<file path="src/rtl/dic_time_tx_fsm_if.sv">
// UART TX byte handshake between the time line encoder (master) and the transmitter (slave).
interface dic_time_tx_fsm_if;
    logic [7:0] tx_data;
    logic       tx_vld;
    logic       tx_rdy;

    modport master (
        output tx_data,
        output tx_vld,
        input  tx_rdy
    );

    modport slave (
        input  tx_data,
        input  tx_vld,
        output tx_rdy
    );
endinterface

</file>
<file path="src/rtl/dic_time_tx_fsm.sv">
// Encodes the BCD clock time as an ASCII line "MM:SS\r\n" for the UART transmitter,
// one line per tick. Digits and status are snapshotted when a line starts so the line
// never tears. Optional macro DIC_TX_STATUS_EN inserts a status byte before CR/LF.
module dic_time_tx_fsm #(
    parameter logic [7:0] SEP_CHAR = 8'h3A,
    parameter logic [7:0] CR_CHAR  = 8'h0D,
    parameter logic [7:0] LF_CHAR  = 8'h0A,
    parameter logic [7:0] BAD_CHAR = 8'h3F
) (
    input  logic                      clk,
    input  logic                      rst_n,
    input  logic                      tick,
    input  logic                      dicRun,
    input  logic                      alarm_ena,
    input  logic                      ld_time,
    input  logic                      ld_alarm,
    input  logic [3:0]                di_Mtens,
    input  logic [3:0]                di_Mones,
    input  logic [3:0]                di_Stens,
    input  logic [3:0]                di_Sones,
    dic_time_tx_fsm_if.master         tx,
    output logic                      busy,
    output logic                      line_done
);

    typedef enum logic [0:0] {IDLE, SEND} state_t;

`ifdef DIC_TX_STATUS_EN
    localparam logic [2:0] LAST_IDX = 3'd7;
`else
    localparam logic [2:0] LAST_IDX = 3'd6;
`endif

    state_t      state;
    logic [2:0]  idx;
    logic        pend;
    logic [15:0] snap_digits;
    logic [15:0] live_digits;
    logic        xfer;
    logic        last_xfer;

    assign live_digits = {di_Mtens, di_Mones, di_Stens, di_Sones};

    // ASCII for one BCD digit; codes 10-15 are not valid BCD.
    function automatic logic [7:0] digit_char(input logic [3:0] d);
        if (d <= 4'd9) begin
            return 8'h30 + {4'h0, d};
        end
        return BAD_CHAR;
    endfunction

`ifdef DIC_TX_STATUS_EN
    // Status bits packed as {ld_time, ld_alarm, dicRun, alarm_ena}.
    logic [3:0] snap_status;
    logic [3:0] live_status;

    assign live_status = {ld_time, ld_alarm, dicRun, alarm_ena};

    function automatic logic [7:0] status_char(input logic [3:0] st);
        logic [7:0] c;
        if (st[3]) begin
            c = 8'h4C;
        end else if (st[2]) begin
            c = 8'h41;
        end else if (st[1]) begin
            c = 8'h52;
        end else begin
            c = 8'h53;
        end
        // Lower case flags an enabled alarm.
        if (st[0]) begin
            c = c | 8'h20;
        end
        return c;
    endfunction

    function automatic logic [7:0] byte_of(input logic [2:0] i, input logic [15:0] dg,
                                           input logic [3:0] st);
        case (i)
            3'd0:    return digit_char(dg[15:12]);
            3'd1:    return digit_char(dg[11:8]);
            3'd2:    return SEP_CHAR;
            3'd3:    return digit_char(dg[7:4]);
            3'd4:    return digit_char(dg[3:0]);
            3'd5:    return status_char(st);
            3'd6:    return CR_CHAR;
            default: return LF_CHAR;
        endcase
    endfunction
`else
    // Status inputs only feed the optional status byte.
    logic unused_status;
    assign unused_status = ^{dicRun, alarm_ena, ld_time, ld_alarm};

    function automatic logic [7:0] byte_of(input logic [2:0] i, input logic [15:0] dg);
        case (i)
            3'd0:    return digit_char(dg[15:12]);
            3'd1:    return digit_char(dg[11:8]);
            3'd2:    return SEP_CHAR;
            3'd3:    return digit_char(dg[7:4]);
            3'd4:    return digit_char(dg[3:0]);
            3'd5:    return CR_CHAR;
            3'd6:    return LF_CHAR;
            default: return 8'h00;
        endcase
    endfunction
`endif

    // Handshake decode from registered state; tx_vld is high exactly while in SEND.
    assign tx.tx_vld = (state == SEND);
    assign busy      = (state == SEND);
    assign xfer      = (state == SEND) && tx.tx_rdy;
    assign last_xfer = xfer && (idx == LAST_IDX);
    assign line_done = last_xfer;

    // Line sequencer: snapshot on start, advance one byte per accepted transfer.
    always_ff @(posedge clk or negedge rst_n) begin
        if (!rst_n) begin
            state       <= IDLE;
            idx         <= 3'd0;
            pend        <= 1'b0;
            snap_digits <= 16'h0000;
            tx.tx_data  <= 8'h00;
`ifdef DIC_TX_STATUS_EN
            snap_status <= 4'h0;
`endif
        end else begin
            case (state)
                IDLE: begin
                    if (tick || pend) begin
                        state       <= SEND;
                        idx         <= 3'd0;
                        pend        <= 1'b0;
                        snap_digits <= live_digits;
`ifdef DIC_TX_STATUS_EN
                        snap_status <= live_status;
                        tx.tx_data  <= byte_of(3'd0, live_digits, live_status);
`else
                        tx.tx_data  <= byte_of(3'd0, live_digits);
`endif
                    end
                end
                SEND: begin
                    if (last_xfer) begin
                        if (tick || pend) begin
                            // Back-to-back line; this tick is consumed, not queued.
                            idx         <= 3'd0;
                            pend        <= 1'b0;
                            snap_digits <= live_digits;
`ifdef DIC_TX_STATUS_EN
                            snap_status <= live_status;
                            tx.tx_data  <= byte_of(3'd0, live_digits, live_status);
`else
                            tx.tx_data  <= byte_of(3'd0, live_digits);
`endif
                        end else begin
                            state      <= IDLE;
                            idx        <= 3'd0;
                            tx.tx_data <= 8'h00;
                        end
                    end else begin
                        if (tick) begin
                            pend <= 1'b1;
                        end
                        if (xfer) begin
                            idx        <= idx + 3'd1;
`ifdef DIC_TX_STATUS_EN
                            tx.tx_data <= byte_of(idx + 3'd1, snap_digits, snap_status);
`else
                            tx.tx_data <= byte_of(idx + 3'd1, snap_digits);
`endif
                        end
                    end
                end
                default: state <= IDLE;
            endcase
        end
    end

endmodule

</file>
<file path="src/flat_wrapper.sv">
// flat-port wrapper written by rule: the top's interface ports become plain ports
module dic_time_tx_fsm_flat 
#(
    parameter logic [7:0] SEP_CHAR = 8'h3A,
    parameter logic [7:0] CR_CHAR  = 8'h0D,
    parameter logic [7:0] LF_CHAR  = 8'h0A,
    parameter logic [7:0] BAD_CHAR = 8'h3F
)
  (clk, rst_n, tick, dicRun, alarm_ena, ld_time, ld_alarm, di_Mtens, di_Mones, di_Stens, di_Sones, busy, line_done, tx_tx_data, tx_tx_vld, tx_tx_rdy);
  dic_time_tx_fsm_if tx_i ();
  input  logic clk;
  input  logic rst_n;
  input  logic tick;
  input  logic dicRun;
  input  logic alarm_ena;
  input  logic ld_time;
  input  logic ld_alarm;
  input  logic [3:0] di_Mtens;
  input  logic [3:0] di_Mones;
  input  logic [3:0] di_Stens;
  input  logic [3:0] di_Sones;
  output logic busy;
  output logic line_done;
  output wire logic [$bits(tx_i.tx_data)-1:0] tx_tx_data;
  output wire logic [$bits(tx_i.tx_vld)-1:0] tx_tx_vld;
  input wire logic [$bits(tx_i.tx_rdy)-1:0] tx_tx_rdy;
  assign tx_tx_data = tx_i.tx_data;
  assign tx_tx_vld = tx_i.tx_vld;
  assign tx_i.tx_rdy = tx_tx_rdy;
  dic_time_tx_fsm #(.SEP_CHAR(SEP_CHAR), .CR_CHAR(CR_CHAR), .LF_CHAR(LF_CHAR), .BAD_CHAR(BAD_CHAR)) u_core (.clk(clk), .rst_n(rst_n), .tick(tick), .dicRun(dicRun), .alarm_ena(alarm_ena), .ld_time(ld_time), .ld_alarm(ld_alarm), .di_Mtens(di_Mtens), .di_Mones(di_Mones), .di_Stens(di_Stens), .di_Sones(di_Sones), .tx(tx_i), .busy(busy), .line_done(line_done));
endmodule
</file>
<file path="config.mk">
export PLATFORM = sky130hd
export DESIGN_NAME = dic_time_tx_fsm_flat
export DESIGN_NICKNAME = d
export VERILOG_FILES = /design/src/rtl/dic_time_tx_fsm_if.sv /design/src/rtl/dic_time_tx_fsm.sv /design/src/flat_wrapper.sv
export SDC_FILE = /design/constraint.sdc
export NUM_CORES = 1
export LEC_CHECK = 0
export BUFFER_PORTS_ARGS = -buffer_cell sky130_fd_sc_hd__buf_2
export CAP_MARGIN = 20
export CELL_PAD_IN_SITES_DETAIL_PLACEMENT = 1
export CELL_PAD_IN_SITES_GLOBAL_PLACEMENT = 1
export CORE_ASPECT_RATIO = 1.25
export CORE_MARGIN = 2
export CORE_UTILIZATION = 40
export CTS_CLUSTER_DIAMETER = 200
export DETAILED_ROUTE_END_ITERATION = 8
export HOLD_SLACK_MARGIN = 0.03
export PLACE_DENSITY = 0.84
export SYNTH_ARGS = -nofsm -noshare
export SYNTH_HDL_FRONTEND = slang
export SYNTH_SLANG_ARGS = --single-unit
</file>
<file path="constraint.sdc">
create_clock -name clk -period 2.1 [get_ports clk]
set_input_delay 0.105 -clock clk [delete_from_list [all_inputs] [get_ports clk]]
set_output_delay 0.105 -clock clk [all_outputs]
set_load 0.03 [all_outputs]
</file>
# [Yosys cells after proc, flatten, opt, wreduce, memory -nomap -nowiden]
# Index checks and enable logic that the tools add are counted.
[word_totals] reg_bits=29 latch_bits=0 mem_bits_rw=0 mem_bits_ro=0 n_memories=0
[op_classes] n_addsub=6 mul=0 n_div=0 n_lt_le_gt_ge=5 eq_ne=11 n_shift=0 n_mux=56 bitwise=1 n_reduce_logical=5
[ops] op="two-way mux 8 bit" count=15
[ops] op="one-hot mux 8 bit (7 select lines)" count=1
[ops] op="adder 6 x 4 -> 7 bit, first input constant" count=5
[ops] op="two-way mux 16 bit" count=2
[ops] op="one-hot mux 16 bit (2 select lines)" count=1
[ops] op="two-way mux 1 bit" count=30
[ops] op="less-or-equal comparator 4 bit, second input constant" count=5
[ops] op="one-hot mux 8 bit (2 select lines)" count=1
[ops] op="equality test 3 bit, second input constant" count=4
[ops] op="two-way mux 3 bit" count=3
[ops] op="equality test 3 x 2 -> 1 bit, second input constant" count=2
[ops] op="!= test 3 bit, second input constant" count=2
[ops] op="one-hot mux 3 bit (2 select lines)" count=1
[ops] op="one-hot mux 1 bit (2 select lines)" count=2
[ops] op="adder 3 x 1 -> 3 bit, second input constant" count=1
[ops] op="equality test 3 x 1 -> 1 bit, second input constant" count=1
[ops] op="logical NOT 3 bit" count=1
[ops] op="logical AND 1 bit" count=2
[ops] op="!= test 2 x 1 -> 1 bit, second input constant" count=1
[ops] op="!= test 2 bit, second input constant" count=1
[ops] op="AND reduction 2 bit" count=1
[ops] op="logical OR 1 bit" count=1
[ops] op="inverter 1 bit" count=1

# [Logic depth before layout (Yosys ltp)]
[logic_depth] depth_word=11 mapped_depth=7

# [Worst setup path after synthesis]
# No wires, ideal clock.
[synth_timing] kind="flip-flop to flip-flop" from="register u_core.idx[0]" to="register u_core.snap_digits[0]" setup_ns=0.125 arrival_time_ns=1.516 path_slack_ns=0.459 stages_incl_launch_ff=7 path_buffers=1 cell_sequence="dfrtp_1 -> inv_1 -> ha_1 -> nand3_1 -> a21oi_1 -> buf_4 -> mux2_2"
[synth_between] elab_chain_cells=3
[synth_rtl] element="from (decl)" line_no="dic_time_tx_fsm.sv:35" text="logic [2:0] idx;"
[synth_rtl] element="from (signal assigned)" line_no="dic_time_tx_fsm.sv:166" text="idx <= idx + 3'd1;"
[synth_rtl] element="equality test 3 bit" line_no="dic_time_tx_fsm.sv:113" text="assign last_xfer = xfer && (idx == LAST_IDX);"
[synth_rtl] element="logical AND 1 bit" line_no="dic_time_tx_fsm.sv:113"
[synth_rtl] element="!= test 2 bit (no line)"
[synth_rtl] element="to (signal assigned)" line_no="dic_time_tx_fsm.sv:134" text="snap_digits <= live_digits;"
[synth_rtl] element="to (signal assigned)" line_no="dic_time_tx_fsm.sv:149" text="snap_digits <= live_digits;"
[synth_rtl] element="to (decl)" line_no="dic_time_tx_fsm.sv:37" text="logic [15:0] snap_digits;"
# No other way between the ends.
# A chain may end at the register's enable or synchronous reset.

# [Worst setup path in the final report]
[layout_timing] from="register u_core.idx[0]" to="register u_core.snap_digits[14]"
# Same word-level chain as after synthesis.

==> impl_metrics.py <==
metrics = {
    "timing": {
        "setup_repair_after_global_routing_missed_its_margin": "no",
        "final_min_period_over_clock_period_pct": 91.0,
        "finalSetupViolCount": 0,
        "fmax_ghz": 0.523,
        "total_neg_setup_slack_ns": 0,
        "post-route-min-period_ns": 1.91,
        "worst_slew_pin_slew_ns": 0.725,
        "fin_worst_hold_slack_ns": 0.0504,
        "slew_violations": 0,
        "timing.max_slew.rel_slack_pct": 50.3,
        "fin_worst_skew_ns": 0.00567,
        "hold_viol": 0,
    },
    "clock_tree": {
        "cts_root_buf": "sky130_fd_sc_hd__clkbuf_8",
        "tritoncts": "done",
        "worst_setup_hold_path_clk_slew_ns": 0.09,
        "cts-buffers-inserted": 3,
        "post_cts_setup_buffer_count": 0,
        "worstSkewPairLatency_ns": 0.28,
        "cts_htree_levels": 1,
        "postCtsResizedCells": 0,
        "tritoncts_sinks": 26,
        "post_cts_hold_buffer_count": 1,
        "cts.path.max_buffers": 2,
    },
    "routing": {
        "post-route-drc-count": 0,
        "drt-total-wl_um": 3250,
        "detailedRoute.firstIterationViolations": 21,
        "drtAntennaViolNets": 0,
        "dr.pass1.iters": 4,
        "vias_per_cell": 5.63,
        "wl_per_cell_um": 16.3,
        "num_vias": 1121,
    },
    "layout": {
        "final_layout_size_suffix_gt1_share_pct": 33.1,
        "post_synthesis_to_final_layout_area_growth_pct": 15.7,
        "diode_count": 0,
        "final_cell_mix": "28 x sky130_fd_sc_hd__buf_2, 26 x sky130_fd_sc_hd__dfrtp_1, 15 x sky130_fd_sc_hd__mux2_2",
        "final_common_cell": "sky130_fd_sc_hd__buf_2",
        "nFillCells": 408,
        "layout.nets": 190,
    },
    "hold_path": {
        "hp-class": "in -> reg",
    },
    "setup_path": {
        "timing.critical_path.max_delay_family": "flip-flops",
        "crit_slowest_cell": "sky130_fd_sc_hd__dfrtp_1",
        "crit_path_max_fanout": 20,
        "worstSetupStartpointType": "flop",
        "crit_buf_inv": 2,
        "max_stage_delay_ns": 0.45,
        "worstPathArrival_ns": 2.08,
        "criticalPathCategory": "reg -> reg",
        "timing.critical_path.cells": "inv_1, ha_1, nand3_1, a21oi_1, buf_12, mux2_2",
        "critical_path_required_time_ns": 2.27,
        "sort_of_element_at_the_end_of_the_critical_path": "flop",
    },
    "logic_synthesis": {
        "synthCells": 134,
        "synth.yosys.seq_area_share_pct": 45.0,
        "synth_warnings": 0,
        "synth.distinct_cells": 37,
        "cell_taking_the_most_area_after_synthesis": "sky130_fd_sc_hd__dfrtp_1",
        "synth.ff_latch_count": 26,
        "synthesis.area_per_instance_um2": 10.8,
        "synth_top_cells_by_area": "sky130_fd_sc_hd__dfrtp_1 45%, sky130_fd_sc_hd__mux2_2 12%, sky130_fd_sc_hd__ha_1 4.3%",
        "top_area_cell_type_share_of_the_netlist_area_pct": 45.0,
        "syn-cell-area_um2": 1450,
    },
    "power_and_ir_drop": {
        "p_sw_uw": 979,
        "share_seq_of_total_power_pct": 39.2,
        "power.switching_fraction_pct": 39.9,
        "p_comb_share_pct": 43.7,
        "power.clock.fraction_pct": 17.2,
        "leakage_uw": 0.000765,
        "power-per-cell-area_nw_per_um2": 1470,
        "worst_ir_drop_vdd_mv": 0.639,
        "p_int_uw": 1470,
    },
    "die": {
        "die_area_um2": 4110,
        "io_pins": 35,
        "starting_utilization_of_the_core_area_pct": 41.5,
        "die_height_um": 71.2,
        "core.rowCount": 24,
        "floorplan.die.width_um": 57.8,
        "core_um2": 3480,
    },
    "global_route": {
        "grt_antenna_before_repair": 0,
        "largest_net_degree_at_the_start_of_global_routing": 27,
        "first_pass_grt_wire_length_um": 5510,
        "globalRouteTotalUtil_pct": 17.3,
        "grt_remaining_overflow": 0,
        "via_count_of_the_first_global_routing_pass": 1187,
    },
    "place": {
        "finalWeightedCongestion": 0.831,
        "place.detailed.hpwl_um": 2470,
        "placement.io_buffers": 28,
    },
    "flow_run": {
        "cap_viol_max_count": 0,
    },
    "outcome": {
        "run_status": "finished, final reports clean",
    },
}
## registers in the layout, summed over array words and instances, names as in the netlist
signal and cells:
u_core.snap_digits 16, u_core.tx.tx_data 5, u_core.idx 3, u_core.busy 1, u_core.pend 1
## final timing paths
kind                                         from                      to  slack [ns]  depth (start not counted)
min reg2reg                u_core.snap_digits[12]  u_core.snap_digits[12]        0.51                          1
max                                 u_core.idx[0]  u_core.snap_digits[14]        0.19                          6
max in group asynchronous                   rst_n    u_core.tx.tx_data[3]        1.35                          2
min in group asynchronous                   rst_n  u_core.snap_digits[10]        0.36                          2
max reg2reg                         u_core.idx[0]  u_core.snap_digits[14]        0.19                          6
min                                   di_Sones[1]   u_core.snap_digits[1]        0.05                          2
## power groups by stage
stage / sequential [uW] / combinational [uW] / clock [uW]
6_report: 960 / 1070 / 421
3_3_place_gp: 949 / 1030 / 0
2_1_floorplan: 979 / 804 / 0
3_5_place_dp: 969 / 1070 / 0
5_1_grt: 1000 / 1180 / 446
4_1_cts: 960 / 1080 / 433
## metal layers
layer / routed length, um / vias up / global-route usage [%]
met5: 0 / - / 0
met4: 82 / 0 / 7.75
met3: 118 / 9 / 2.74
met2: 1720 / 25 / 30.4
met1: 1320 / 556 / 20.4
li1: - / 531 / -
## cells by family (layout without fill, tap and decap cells)
group | Yosys count | in the layout | synth area share (%)
XOR/XNOR | 2 | 2 | 3.03
buffers and inverters | 14 | 39 | 5.97
flip-flops | 26 | 26 | 45.0
AO/OA/AOI/OAI | 45 | 45 | 21.4
adder cells (fa/ha/maj) | 5 | 5 | 4.33
multiplexers | 16 | 16 | 12.4
AND/OR/NAND/NOR | 25 | 25 | 7.62
other | 1 | 2 | 0.259
## final cells by class
type | count | area, um2 | share of cell area, %
sequential | 26 | 651 | 38.9
tap | 39 | 48.8 | 2.92
inverter | 5 | 18.8 | 1.12
timing repair buffer | 30 | 170 | 10.2
clock inverter | 1 | 30.0 | 1.80
clock buffer | 3 | 41.3 | 2.47
multi-input combinational | 95 | 712 | 42.6
## through the flow
step	power, uW	cell area, um2	util (%)	setup slack (ns)	cells
finish	2450	1670	48.0	0.188	199
global route	2630	1670	48.0	0.0384	199
CTS	2480	1670	48.0	0.167	199
detailed placement	2040	1590	45.7	0.193	194
global placement	1980	1590	45.7	0.278	194
floorplan	1780	1450	-	0.459	135
## cells in the mapped netlist
cell type / n
sky130_fd_sc_hd__buf_6: 1
sky130_fd_sc_hd__a211oi_2: 1
sky130_fd_sc_hd__a31oi_1: 1
sky130_fd_sc_hd__dfrtp_1: 26
sky130_fd_sc_hd__nand3b_1: 1
sky130_fd_sc_hd__a221oi_2: 1
sky130_fd_sc_hd__a211oi_1: 3
sky130_fd_sc_hd__o21ai_1: 1
sky130_fd_sc_hd__nand2b_1: 1
sky130_fd_sc_hd__mux2i_1: 1
sky130_fd_sc_hd__a221o_1: 1
sky130_fd_sc_hd__a32oi_1: 1
sky130_fd_sc_hd__a22oi_1: 2
sky130_fd_sc_hd__a22o_1: 1
sky130_fd_sc_hd__mux2_2: 15
sky130_fd_sc_hd__o22ai_1: 1
sky130_fd_sc_hd__buf_4: 7
sky130_fd_sc_hd__nand2_1: 12
sky130_fd_sc_hd__a311oi_1: 1
sky130_fd_sc_hd__o21ai_0: 10
sky130_fd_sc_hd__o221ai_1: 1
sky130_fd_sc_hd__ha_1: 5
sky130_fd_sc_hd__nor3_1: 2
sky130_fd_sc_hd__a21o_1: 6
sky130_fd_sc_hd__nand4_1: 1
sky130_fd_sc_hd__o21a_1: 3
sky130_fd_sc_hd__conb_1: 1
sky130_fd_sc_hd__or2_2: 1
sky130_fd_sc_hd__clkbuf_1: 1
sky130_fd_sc_hd__o2111ai_1: 1
sky130_fd_sc_hd__nand3_1: 2
sky130_fd_sc_hd__xor2_2: 1
sky130_fd_sc_hd__o211ai_1: 2
sky130_fd_sc_hd__xnor2_4: 1
sky130_fd_sc_hd__a21oi_1: 8
sky130_fd_sc_hd__inv_1: 5
sky130_fd_sc_hd__nor2_1: 5
Note: power is estimated with default switching activity, not from simulation.
